## src/rtl/hpi_pkg.sv

```systemverilog
// Shared types and constants for the CY7C67200 HPI access sequencer.
package hpi_pkg;

  typedef enum logic [2:0] {
    ST_RST_HOLD = 3'd0,
    ST_IDLE     = 3'd1,
    ST_SETUP    = 3'd2,
    ST_STROBE   = 3'd3,
    ST_HOLD     = 3'd4
  } hpi_state_e;

  // HPI register selects driven on hpi_addr.
  localparam logic [1:0] HPI_DATA    = 2'd0;
  localparam logic [1:0] HPI_MAILBOX = 2'd1;
  localparam logic [1:0] HPI_ADDRESS = 2'd2;
  localparam logic [1:0] HPI_STATUS  = 2'd3;

  function automatic logic [1:0] idx2onehot(input logic idx);
    return idx ? 2'b10 : 2'b01;
  endfunction

endpackage

```

## src/rtl/hpi_rr_arbiter.sv

```systemverilog
// Two-requester round-robin arbiter; the pointer remembers the last winner.
module hpi_rr_arbiter (
  input  logic       clk,
  input  logic       reset,
  input  logic [1:0] req_i,
  input  logic       grant_en_i,
  output logic [1:0] grant_o
);

  logic last_q;

  // On a tie the requester that did not win last time goes first.
  always_comb begin
    case (req_i)
      2'b01:   grant_o = 2'b01;
      2'b10:   grant_o = 2'b10;
      2'b11:   grant_o = last_q ? 2'b01 : 2'b10;
      default: grant_o = 2'b00;
    endcase
  end

  always_ff @(posedge clk) begin
    if (reset) begin
      last_q <= 1'b1;
    end else if (grant_en_i && (|req_i)) begin
      last_q <= grant_o[1];
    end
  end

endmodule

```

## src/rtl/hpi_access_sequencer.sv

```systemverilog
// Sequences HPI bus accesses to a CY7C67200 for two requesters, and owns the
// chip reset and interrupt synchronizer. Every output comes straight from a flop.
module hpi_access_sequencer
  import hpi_pkg::*;
#(
  parameter int STROBE_CYC = 4,
  parameter int HOLD_CYC   = 2,
  parameter int RST_CYC    = 200
) (
  input  logic        clk,
  input  logic        reset,
  input  logic        sw_rst,
  input  logic [1:0]  rq_valid,
  input  logic [1:0]  rq_write,
  input  logic [3:0]  rq_addr,
  input  logic [31:0] rq_wdata,
  output logic [1:0]  rq_ready,
  output logic [1:0]  rsp_valid,
  output logic [15:0] rsp_rdata,
  output logic        busy,
  output logic        irq,
  output logic [1:0]  hpi_addr,
  output logic [15:0] hpi_data_o,
  output logic        hpi_data_oe,
  input  logic [15:0] hpi_data_i,
  output logic        hpi_cs_n,
  output logic        hpi_rd_n,
  output logic        hpi_wr_n,
  output logic        hpi_rst_n,
  input  logic        hpi_int
);

  localparam logic [15:0] RST_LAST    = 16'(RST_CYC - 1);
  localparam logic [15:0] STROBE_LAST = 16'(STROBE_CYC - 1);
  localparam logic [15:0] HOLD_LAST   = 16'(HOLD_CYC - 1);

  hpi_state_e  state_q, state_d;
  logic [15:0] cnt_q, cnt_d;
  logic        write_q, write_d;
  logic        owner_q, owner_d;
  logic [1:0]  rq_ready_q, rq_ready_d;
  logic [1:0]  rsp_valid_q, rsp_valid_d;
  logic [15:0] rsp_rdata_q, rsp_rdata_d;
  logic        busy_q, busy_d;
  logic [1:0]  hpi_addr_q, hpi_addr_d;
  logic [15:0] hpi_data_o_q, hpi_data_o_d;
  logic        hpi_data_oe_q, hpi_data_oe_d;
  logic        hpi_cs_n_q, hpi_cs_n_d;
  logic        hpi_rd_n_q, hpi_rd_n_d;
  logic        hpi_wr_n_q, hpi_wr_n_d;
  logic        hpi_rst_n_q, hpi_rst_n_d;
  logic        int_meta_q, int_sync_q;

  logic        grant_en;
  logic [1:0]  grant;
  logic        gidx;
  logic        in_access;
  logic        rsp_fire;

  hpi_rr_arbiter u_arb (
    .clk        (clk),
    .reset      (reset),
    .req_i      (rq_valid),
    .grant_en_i (grant_en),
    .grant_o    (grant)
  );

  assign gidx = grant[1];

  // NOTE: every signal assigned here gets a default first, so no latch can be inferred.
  always_comb begin
    state_d  = state_q;
    cnt_d    = cnt_q;
    grant_en = 1'b0;
    case (state_q)
      ST_RST_HOLD: begin
        if (cnt_q == RST_LAST) begin
          state_d = ST_IDLE;
          cnt_d   = '0;
        end else begin
          cnt_d = cnt_q + 16'd1;
        end
      end
      ST_IDLE: begin
        if (|rq_valid) begin
          grant_en = 1'b1;
          state_d  = ST_SETUP;
          cnt_d    = '0;
        end
      end
      ST_SETUP: begin
        state_d = ST_STROBE;
        cnt_d   = '0;
      end
      ST_STROBE: begin
        if (cnt_q == STROBE_LAST) begin
          state_d = ST_HOLD;
          cnt_d   = '0;
        end else begin
          cnt_d = cnt_q + 16'd1;
        end
      end
      ST_HOLD: begin
        if (cnt_q == HOLD_LAST) begin
          state_d = ST_IDLE;
          cnt_d   = '0;
        end else begin
          cnt_d = cnt_q + 16'd1;
        end
      end
      default: begin
        state_d = ST_RST_HOLD;
        cnt_d   = '0;
      end
    endcase

    // A software reset wins over everything, including an access in flight.
    if (sw_rst) begin
      state_d  = ST_RST_HOLD;
      cnt_d    = '0;
      grant_en = 1'b0;
    end

    write_d      = grant_en ? (gidx ? rq_write[1] : rq_write[0]) : write_q;
    owner_d      = grant_en ? gidx : owner_q;
    hpi_addr_d   = grant_en ? (gidx ? rq_addr[3:2] : rq_addr[1:0]) : hpi_addr_q;
    hpi_data_o_d = (grant_en && write_d) ? (gidx ? rq_wdata[31:16] : rq_wdata[15:0])
                                         : hpi_data_o_q;
    rq_ready_d   = grant_en ? grant : 2'b00;

    // Bus controls are decoded from the next state so they line up with it.
    in_access     = (state_d == ST_SETUP) || (state_d == ST_STROBE) || (state_d == ST_HOLD);
    hpi_cs_n_d    = !in_access;
    hpi_rd_n_d    = !((state_d == ST_STROBE) && !write_d);
    hpi_wr_n_d    = !((state_d == ST_STROBE) && write_d);
    hpi_data_oe_d = in_access && write_d;
    hpi_rst_n_d   = (state_d != ST_RST_HOLD);
    busy_d        = (state_d != ST_IDLE);

    rsp_fire      = (state_q == ST_STROBE) && (state_d == ST_HOLD);
    rsp_valid_d   = rsp_fire ? idx2onehot(owner_q) : 2'b00;
    rsp_rdata_d   = (rsp_fire && !write_q) ? hpi_data_i : rsp_rdata_q;
  end

  // NOTE: sequential state is updated with non-blocking assignments only.
  always_ff @(posedge clk) begin
    if (reset) begin
      state_q       <= ST_RST_HOLD;
      cnt_q         <= '0;
      write_q       <= 1'b0;
      owner_q       <= 1'b0;
      rq_ready_q    <= 2'b00;
      rsp_valid_q   <= 2'b00;
      rsp_rdata_q   <= '0;
      busy_q        <= 1'b1;
      hpi_addr_q    <= '0;
      hpi_data_o_q  <= '0;
      hpi_data_oe_q <= 1'b0;
      hpi_cs_n_q    <= 1'b1;
      hpi_rd_n_q    <= 1'b1;
      hpi_wr_n_q    <= 1'b1;
      hpi_rst_n_q   <= 1'b0;
      int_meta_q    <= 1'b0;
      int_sync_q    <= 1'b0;
    end else begin
      state_q       <= state_d;
      cnt_q         <= cnt_d;
      write_q       <= write_d;
      owner_q       <= owner_d;
      rq_ready_q    <= rq_ready_d;
      rsp_valid_q   <= rsp_valid_d;
      rsp_rdata_q   <= rsp_rdata_d;
      busy_q        <= busy_d;
      hpi_addr_q    <= hpi_addr_d;
      hpi_data_o_q  <= hpi_data_o_d;
      hpi_data_oe_q <= hpi_data_oe_d;
      hpi_cs_n_q    <= hpi_cs_n_d;
      hpi_rd_n_q    <= hpi_rd_n_d;
      hpi_wr_n_q    <= hpi_wr_n_d;
      hpi_rst_n_q   <= hpi_rst_n_d;
      int_meta_q    <= hpi_int;
      int_sync_q    <= int_meta_q;
    end
  end

  assign rq_ready    = rq_ready_q;
  assign rsp_valid   = rsp_valid_q;
  assign rsp_rdata   = rsp_rdata_q;
  assign busy        = busy_q;
  assign irq         = int_sync_q;
  assign hpi_addr    = hpi_addr_q;
  assign hpi_data_o  = hpi_data_o_q;
  assign hpi_data_oe = hpi_data_oe_q;
  assign hpi_cs_n    = hpi_cs_n_q;
  assign hpi_rd_n    = hpi_rd_n_q;
  assign hpi_wr_n    = hpi_wr_n_q;
  assign hpi_rst_n   = hpi_rst_n_q;

endmodule

```

## config.mk

```make
export PLATFORM = sky130hd
export DESIGN_NAME = hpi_access_sequencer
export DESIGN_NICKNAME = d
export VERILOG_FILES = /design/src/rtl/hpi_pkg.sv /design/src/rtl/hpi_rr_arbiter.sv /design/src/rtl/hpi_access_sequencer.sv
export SDC_FILE = /design/constraint.sdc
export NUM_CORES = 1
export LEC_CHECK = 0
export CORE_AREA = 2 2 87 105
export DETAILED_ROUTE_END_ITERATION = 12
export DIE_AREA = 0 0 89 107
export GPL_ROUTABILITY_DRIVEN = 1
export GPL_TIMING_DRIVEN = 0
export PLACE_DENSITY_LB_ADDON = 0.05
export SLEW_MARGIN = 20
export SYNTH_ARGS = -nofsm -noshare
export SYNTH_HDL_FRONTEND = slang
export SYNTH_SLANG_ARGS = --single-unit
```

## constraint.sdc

```tcl
create_clock -name clk -period 3.8 [get_ports clk]
set_input_delay 0.76 -clock clk [delete_from_list [all_inputs] [get_ports clk]]
set_output_delay 0.76 -clock clk [all_outputs]
set_load 0.01 [all_outputs]
```

==> results by group, run 1 <==
Logic synthesis
  • Synthesis warning total: 0
  • Sequential-to-total area share from yosys stat: 0.468
  • Synth Net Count: between 300 and 400
  • Post-Syn Area: slightly below 3000 µm²
  • Mean area per synthesized cell: about 9.6 µm²
  • Gate count of the mapped netlist: 303
  • Number of distinct library cells after synthesis: 46
  • Number of synthesized register bits: 68

Setup path
  • Crit path capture type: flip-flop
  • Arrival time of the worst setup path: 2800 ps
  • Slowest stage delay, CP: between 500 and 600 ps
  • CP startpoint kind: input port
  • Setup CP Type: in2reg
  • Crit path max-delay family: buffers and inverters
  • Crit path cell chain: clkdlybuf4s50_1, a21boi_0, buf_2, buf_1, mux2i_1, a211oi_1
  • Buf/Inv on CP: 3
  • CP max-delay cell: buf_1
  • CP Max Fanout: 10
  • CP required: around 4000 ps

Cells and area
  • Area Overhead vs Synth: 47.8%
  • FF+latch area: 1360 µm²
  • Diode count: 0
  • Fillers: between 800 and 900
  • Design Area, Final: between 4000 and 5000 µm²
  • Layout cells sized above 1: 0.113
  • Multi-input gate area: between 1000 and 1500 µm²
  • Final nets: 480

STA
  • Setup violators final: 0
  • Worst-margin pin slew: ~1100 ps
  • RSZ-0062 raised after global routing: no
  • Final Critical Period: approximately 2600 ps
  • Hold WS: 442 ps
  • Period utilization: 0.685
  • Relative slew slack: 0.258
  • Final setup TNS: 0 ps
  • Final hold violations: 0
  • Final Slew Violations: 0
  • Fmax: just under 400 MHz
  • Worst Skew: ~9.7 ps

Die
  • Horiz. Die Dim: approximately 89 µm
  • IO Pins: 105
  • Die H: 107 µm
  • Die ar.: roughly 9500 µm²
  • Initial Util: 0.341
  • Num rows: 37
  • Total core area: between 8000 and 9000 µm²

Placed design
  • Placed Area: between 4000 and 5000 µm²
  • Input/output buffers: 104
  • Post-DP HPWL: 5.49 mm
  • GP Congestion: a little over 0.8

Clocking
  • Clk sinks: 68
  • Post-CTS Setup Inserts: 0
  • Number of buffers created by CTS: 9
  • CTS max path bufs: 2
  • TritonCTS clock tree: done
  • CTS root buffer: clkbuf_8
  • # resized after CTS: 0
  • Hold buffer count at cts: 0
  • Clock Pin Slew Worst Setup and Hold Paths: 70 ps
  • CTS H-tree lvls: 3
  • Clock latency on the worst-skew pair: about 330 ps

Global route
  • Vias in the first global route: around 2300
  • Initial antenna violation count: 0
  • GRT Residual Overflow: 0
  • GRT Util Overall: 0.155
  • First-pass GRT wire length: 11.5 mm
  • Largest net degree at the start of global routing: 12

Route
  • Antenna Violating Nets Remaining: 0
  • Detailed-route wire length per cell: ~13 µm
  • Met1 wire length: 3.02 mm
  • Highest metal used: met4
  • Met3 wire length: approximately 340 µm
  • Wirelength, routed: 7.15 mm
  • Pre-antenna DRT Iters: 4
  • DR WL met2: about 3.7 mm
  • DR iter-0 viols: 70
  • Vias per std cell: about 4.6
  • Drc violations: 0
  • Vias: 2499

Flow run
  • Max-cap violations: 0

Worst hold path
  • HP Class: reg2reg

Power
  • PwrDens: roughly 330 nW/µm²
  • Leak Pwr: 0.00148 µW
  • VDD IR-drop max: ~170 µV

Outcome
  • Outcome: finished clean
==> flip-flops by register name (all words and copies together), names as in the netlist <==
name / cells
busy: 1
cnt_q: 16
hpi_addr: 2
hpi_cs_n: 1
hpi_data_o: 16
hpi_data_oe: 1
hpi_rd_n: 1
hpi_rst_n: 1
hpi_wr_n: 1
int_meta_q: 1
irq: 1
owner_q: 1
rq_ready: 2
rsp_rdata: 16
rsp_valid: 2
state_q: 3
u_arb.last_q: 1
write_q: 1
==> metrics by stage <==
stage | utilization | total power (µW) | setup WS (ps) | std cells
2_1_floorplan | - | 768 | 1640 | 303
3_3_place_gp | 0.481 | 841 | 822 | 524
3_5_place_dp | 0.481 | 841 | 802 | 524
4_1_cts | 0.505 | 1450 | 1150 | 540
5_1_grt | 0.505 | 1490 | 932 | 540
6_report | 0.505 | 1420 | 1200 | 540
==> worst reg2reg max path: cells and delay by family (launching register included) <==
kind,cells,cell delay [ps]
AOI/OAI and AO/OA,2,730
buffers and inverters,1,240
DFF,1,340
and+or+nand+nor,3,1050
==> cells in the final DEF, fill, tap and decap left out, types with 7 or more instances in the layout <==
cell	netlist	routed
clkbuf_8	0	11
nor2_1	60	60
nand3_1	9	9
mux2i_1	35	35
a211oi_1	19	19
dfxtp_1	68	68
clkbuf_1	6	7
nand2_1	12	12
xnor2_1	9	9
clkdlybuf4s50_1	0	104
nor2_2	10	10
==> power breakdown <==
group / internal [µW] / switching [µW]
Sequential: 714 / 1.60
Combinational: 70.3 / 37.1
Clock: 337 / 261
==> synth_stat cells (all sizes together) <==
library cell   n  share of area
o32ai          1         0.0030
a211oi        19          0.049
xnor2          9          0.027
nor4b          1         0.0052
and3           2         0.0043
nor2b          4         0.0086
nand4          4         0.0086
o41ai          1         0.0095
mux2i         35           0.12
nand2         12          0.015
a21o           1         0.0026
or2            1         0.0022
dfxtp         68           0.47
nor4           2         0.0095
or4b           1         0.0034
clkbuf         8          0.011
a21oi          4         0.0069
nor3b          1         0.0026
a2111o         1         0.0039
and4           3         0.0099
nand3          9          0.015
buf           10          0.024
or3b           1         0.0030
a2111oi        2         0.0065
a311oi         1         0.0030
o31ai          2         0.0052
ha             2         0.0086
o21a           1         0.0026
nor2          70          0.099
or4            3          0.012
o21ai          3         0.0052
nand3b         2         0.0052
xor2           5          0.015
a21boi         1         0.0026
inv            6         0.0077
and2           1         0.0022
nor3           6          0.012
==> area by class of cell <==
cell class,count,share of cell area
buffer,18,0.0236
clock buffer,12,0.0361
clock inverter,4,0.0111
inverter,6,0.00524
multi-input combinational,211,0.331
sequential,68,0.317
tap,117,0.0341
timing repair buffer,104,0.242
==> layer usage <==
layer,vias up,track usage
li1,1284,-
met1,1146,0.185
met2,62,0.272
met3,7,0.0293
met4,0,0.0576
met5,-,0
==> cell families after synthesis <==
group	after synthesis	synth area share
and+or+nand+nor	123	0.218
DFF	68	0.468
AOI/OAI and AO/OA	37	0.0998
muxes	35	0.120
buffers and inverters	24	0.0426
xor gates and xnor gates	14	0.0422
adders and majority gates	2	0.00860
==> path summary, 6_finish.rpt <==
check,from,end,slack [ps],cells past startpoint
worst max-delay path,rq_valid[1],hpi_data_o[12]$_SDFFE_PP0P_,1200,6
worst min register to register,owner_q$_SDFFE_PP0P_,rsp_valid[0]$_SDFF_PP0_,440,1
worst max register to register,cnt_q[12]$_SDFFE_PP0P_,cnt_q[14]$_SDFFE_PP0P_,1350,6
worst min-delay path,owner_q$_SDFFE_PP0P_,rsp_valid[0]$_SDFF_PP0_,440,1
(Power assumes the default switching activity.)
==> run 2, diff against run 1 <==
==> constraint.sdc (replaced) <==
create_clock -name clk -period 2.3 [get_ports clk]
set_input_delay 0.46 -clock clk [delete_from_list [all_inputs] [get_ports clk]]
set_output_delay 0.46 -clock clk [all_outputs]
set_load 0.01 [all_outputs]
==> results by group, run 2 (synthesized netlist as in run 1, its figures left out) <==
Outcome
  • Outcome: finished, violations left
  • Failing checks: setup timing

Setup path
  • Setup CP Type: reg2reg
  • Buf/Inv on CP: 4 (+1)
  • Crit path capture type: flip-flop
  • CP Max Fanout: 7 (-3)
  • Crit path max-delay family: simple AND/OR/NAND/NOR gates
  • CP max-delay cell: or4_4
  • CP required: 2520 ps (-1480 ps)
  • CP startpoint kind: flip-flop
  • Crit path cell chain: or4_4, nor4_4, buf_4, buf_6, a21oi_4, o41ai_4, buf_4, buf_6, a211oi_2
  • Slowest stage delay, CP: 530 ps (-50 ps)
  • Arrival time of the worst setup path: 2530 ps (-270 ps)

Cells and area
  • FF+latch area: 1370 µm² (+0.46%)
  • Commonest non-fill, non-tap cell in the layout: clkdlybuf4s50_1
  • Layout cells sized above 1: 0.164 (+0.0509)
  • Area Overhead vs Synth: 54.8%
  • Most frequent cells in the layout: clkdlybuf4s50_1, dfxtp_1, nor2_1
  • Final nets: 489 (+1.9%)
  • Post-Layout Cell Count: 549 (+1.7%)
  • Multi-input gate area: 1520 µm² (+6.8%)
  • Fillers: 831 (-3.5%)
  • Diode count: 0 (unchanged)

Die
  • Die ar.: 9520 µm² (unchanged)
  • IO Pins: 105 (unchanged)
  • Initial Util: 0.341 (unchanged)
  • Total core area: 8520 µm² (unchanged)
  • Die H: 107 µm (unchanged)
  • Horiz. Die Dim: 89 µm (unchanged)
  • Num rows: 37 (unchanged)

Power
  • Overall power: 2370 µW (+66%)
  • VDD IR-drop max: 270 µV (+63%)
  • PwrDens: 526 nW/µm² (+59%)
  • Leak Pwr: 0.00156 µW (+5.4%)

Clocking
  • Clock Pin Slew Worst Setup and Hold Paths: 70 ps (about the same)
  • CTS root buffer: clkbuf_8
  • Number of buffers created by CTS: 9 (unchanged)
  • Clk sinks: 68 (unchanged)
  • Hold buffer count at cts: 0 (unchanged)
  • CTS H-tree lvls: 3 (unchanged)
  • TritonCTS clock tree: done
  • Clock latency on the worst-skew pair: 330 ps (about the same)
  • CTS max path bufs: 2 (unchanged)

Route
  • Detailed-route wire length per cell: 13.6 µm (+3.0%)
  • Vias per std cell: 4.70 (+1.5%)
  • Drc violations: 0 (unchanged)
  • Pre-antenna DRT Iters: 4 (unchanged)
  • Vias: 2580 (+3.2%)
  • Wirelength, routed: 7.49 mm (+4.7%)
  • Antenna Violating Nets Remaining: 0 (unchanged)
  • DR iter-0 viols: 44 (-37%)

STA
  • Worst-margin pin slew: 785 ps (-300 ps)
  • Relative slew slack: 0.476 (+0.218)
  • Worst Skew: 9.59 ps (-0.0799 ps)
  • RSZ-0062 raised after global routing: yes
  • Final hold violations: 0 (unchanged)
  • Fmax: between 400 and 500 MHz
  • Final Slew Violations: 0 (unchanged)
  • Setup violators final: 10 (+10)
  • Setup ws final: -12.5 ps (-1210 ps)
  • Final Critical Period: around 2300 ps
  • Period utilization: 1.01
  • Final setup TNS: -68.1 ps (-68.1 ps)

Global route
  • GRT Util Overall: 0.159 (+0.00364)
  • GRT Residual Overflow: 0 (unchanged)
  • Initial antenna violation count: 0 (unchanged)
  • Vias in the first global route: 2363 (+2.2%)
  • First-pass GRT wire length: 11.7 mm (+1.9%)
  • Largest net degree at the start of global routing: 12 (unchanged)

Worst hold path
  • HP Class: reg2reg

Placed design
  • Post-Place Cells: 524 (unchanged)
  • GP Congestion: 0.806 (unchanged)
  • Post-DP HPWL: 5.49 mm (unchanged)
  • Input/output buffers: 104 (unchanged)
  • Pre-CTS worst setup slack: -398 ps (-1200 ps)

Flow run
  • Max-cap violations: 0 (unchanged)
[run 2: changes by cell type in the layout (fill, tap and decap cells not counted), sizes merged]
cell  delta
buf      +9
[run 2: area by class of cell]
| class | count | share of cell area |
|---|---|---|
| Multi-Input combinational cell | 211 | 0.337 |
| Sequential cell | 68 | 0.304 |
| Timing Repair Buffer | 114 | 0.252 |
| Clock buffer | 12 | 0.0345 |
| Tap cell | 117 | 0.0325 |
| Buffer | 17 | 0.0242 |
| Clock inverter | 4 | 0.0106 |
| Inverter | 6 | 0.00500 |
[run 2: final timing paths]
check | from | endpoint | slack [ps] | cells past startpoint
worst max-delay path | cnt_q[3]$_SDFFE_PP0P_ | cnt_q[1]$_SDFFE_PP0P_ | -10 | 9
worst min-delay path | owner_q$_SDFFE_PP0P_ | rsp_valid[0]$_SDFF_PP0_ | 440 | 1
worst max register to register | cnt_q[3]$_SDFFE_PP0P_ | cnt_q[1]$_SDFFE_PP0P_ | -10 | 9
worst min register to register | owner_q$_SDFFE_PP0P_ | rsp_valid[0]$_SDFF_PP0_ | 440 | 1
[run 2: through the flow]
step           area, µm²  hold slack [ps]   util
2_1_floorplan       2910              404      -
6_report            4500              442  0.528
3_3_place_gp        4100              420  0.481
3_5_place_dp        4100              428  0.481
4_1_cts             4390              446  0.515
5_1_grt             4500              456  0.528
[run 2: worst reg2reg max path: stages (launching register included)]
cell and delay, ps:
dfxtp_4 370, or4_4 540, nor4_4 350, buf_4 190
buf_6 110, a21oi_4 60, o41ai_4 200, buf_4 200
buf_6 140, a211oi_2 40
[run 2: per-layer routing]
metal,vias up,share of wire,track usage
met5,-,0,0
met4,0,0.013,0.0576
met3,9,0.050,0.0293
met2,69,0.53,0.283
met1,1196,0.41,0.187
li1,1306,-,-
[run 2: where the power goes]
group	switching (µW)	leakage [µW]	internal [µW]	total, µW
Combinational	68.2	0.000904	123	191
Clock	436	0.000102	557	993
Sequential	2.68	0.000550	1180	1180
Total	507	0.00156	1860	2370
[run 2: repair_timing]
item,CTS,global route
pin swaps,3,10
buffers inserted,6,3
resized for setup,11,23
endpoints found under the setup margin,38,50
cloned,1,0
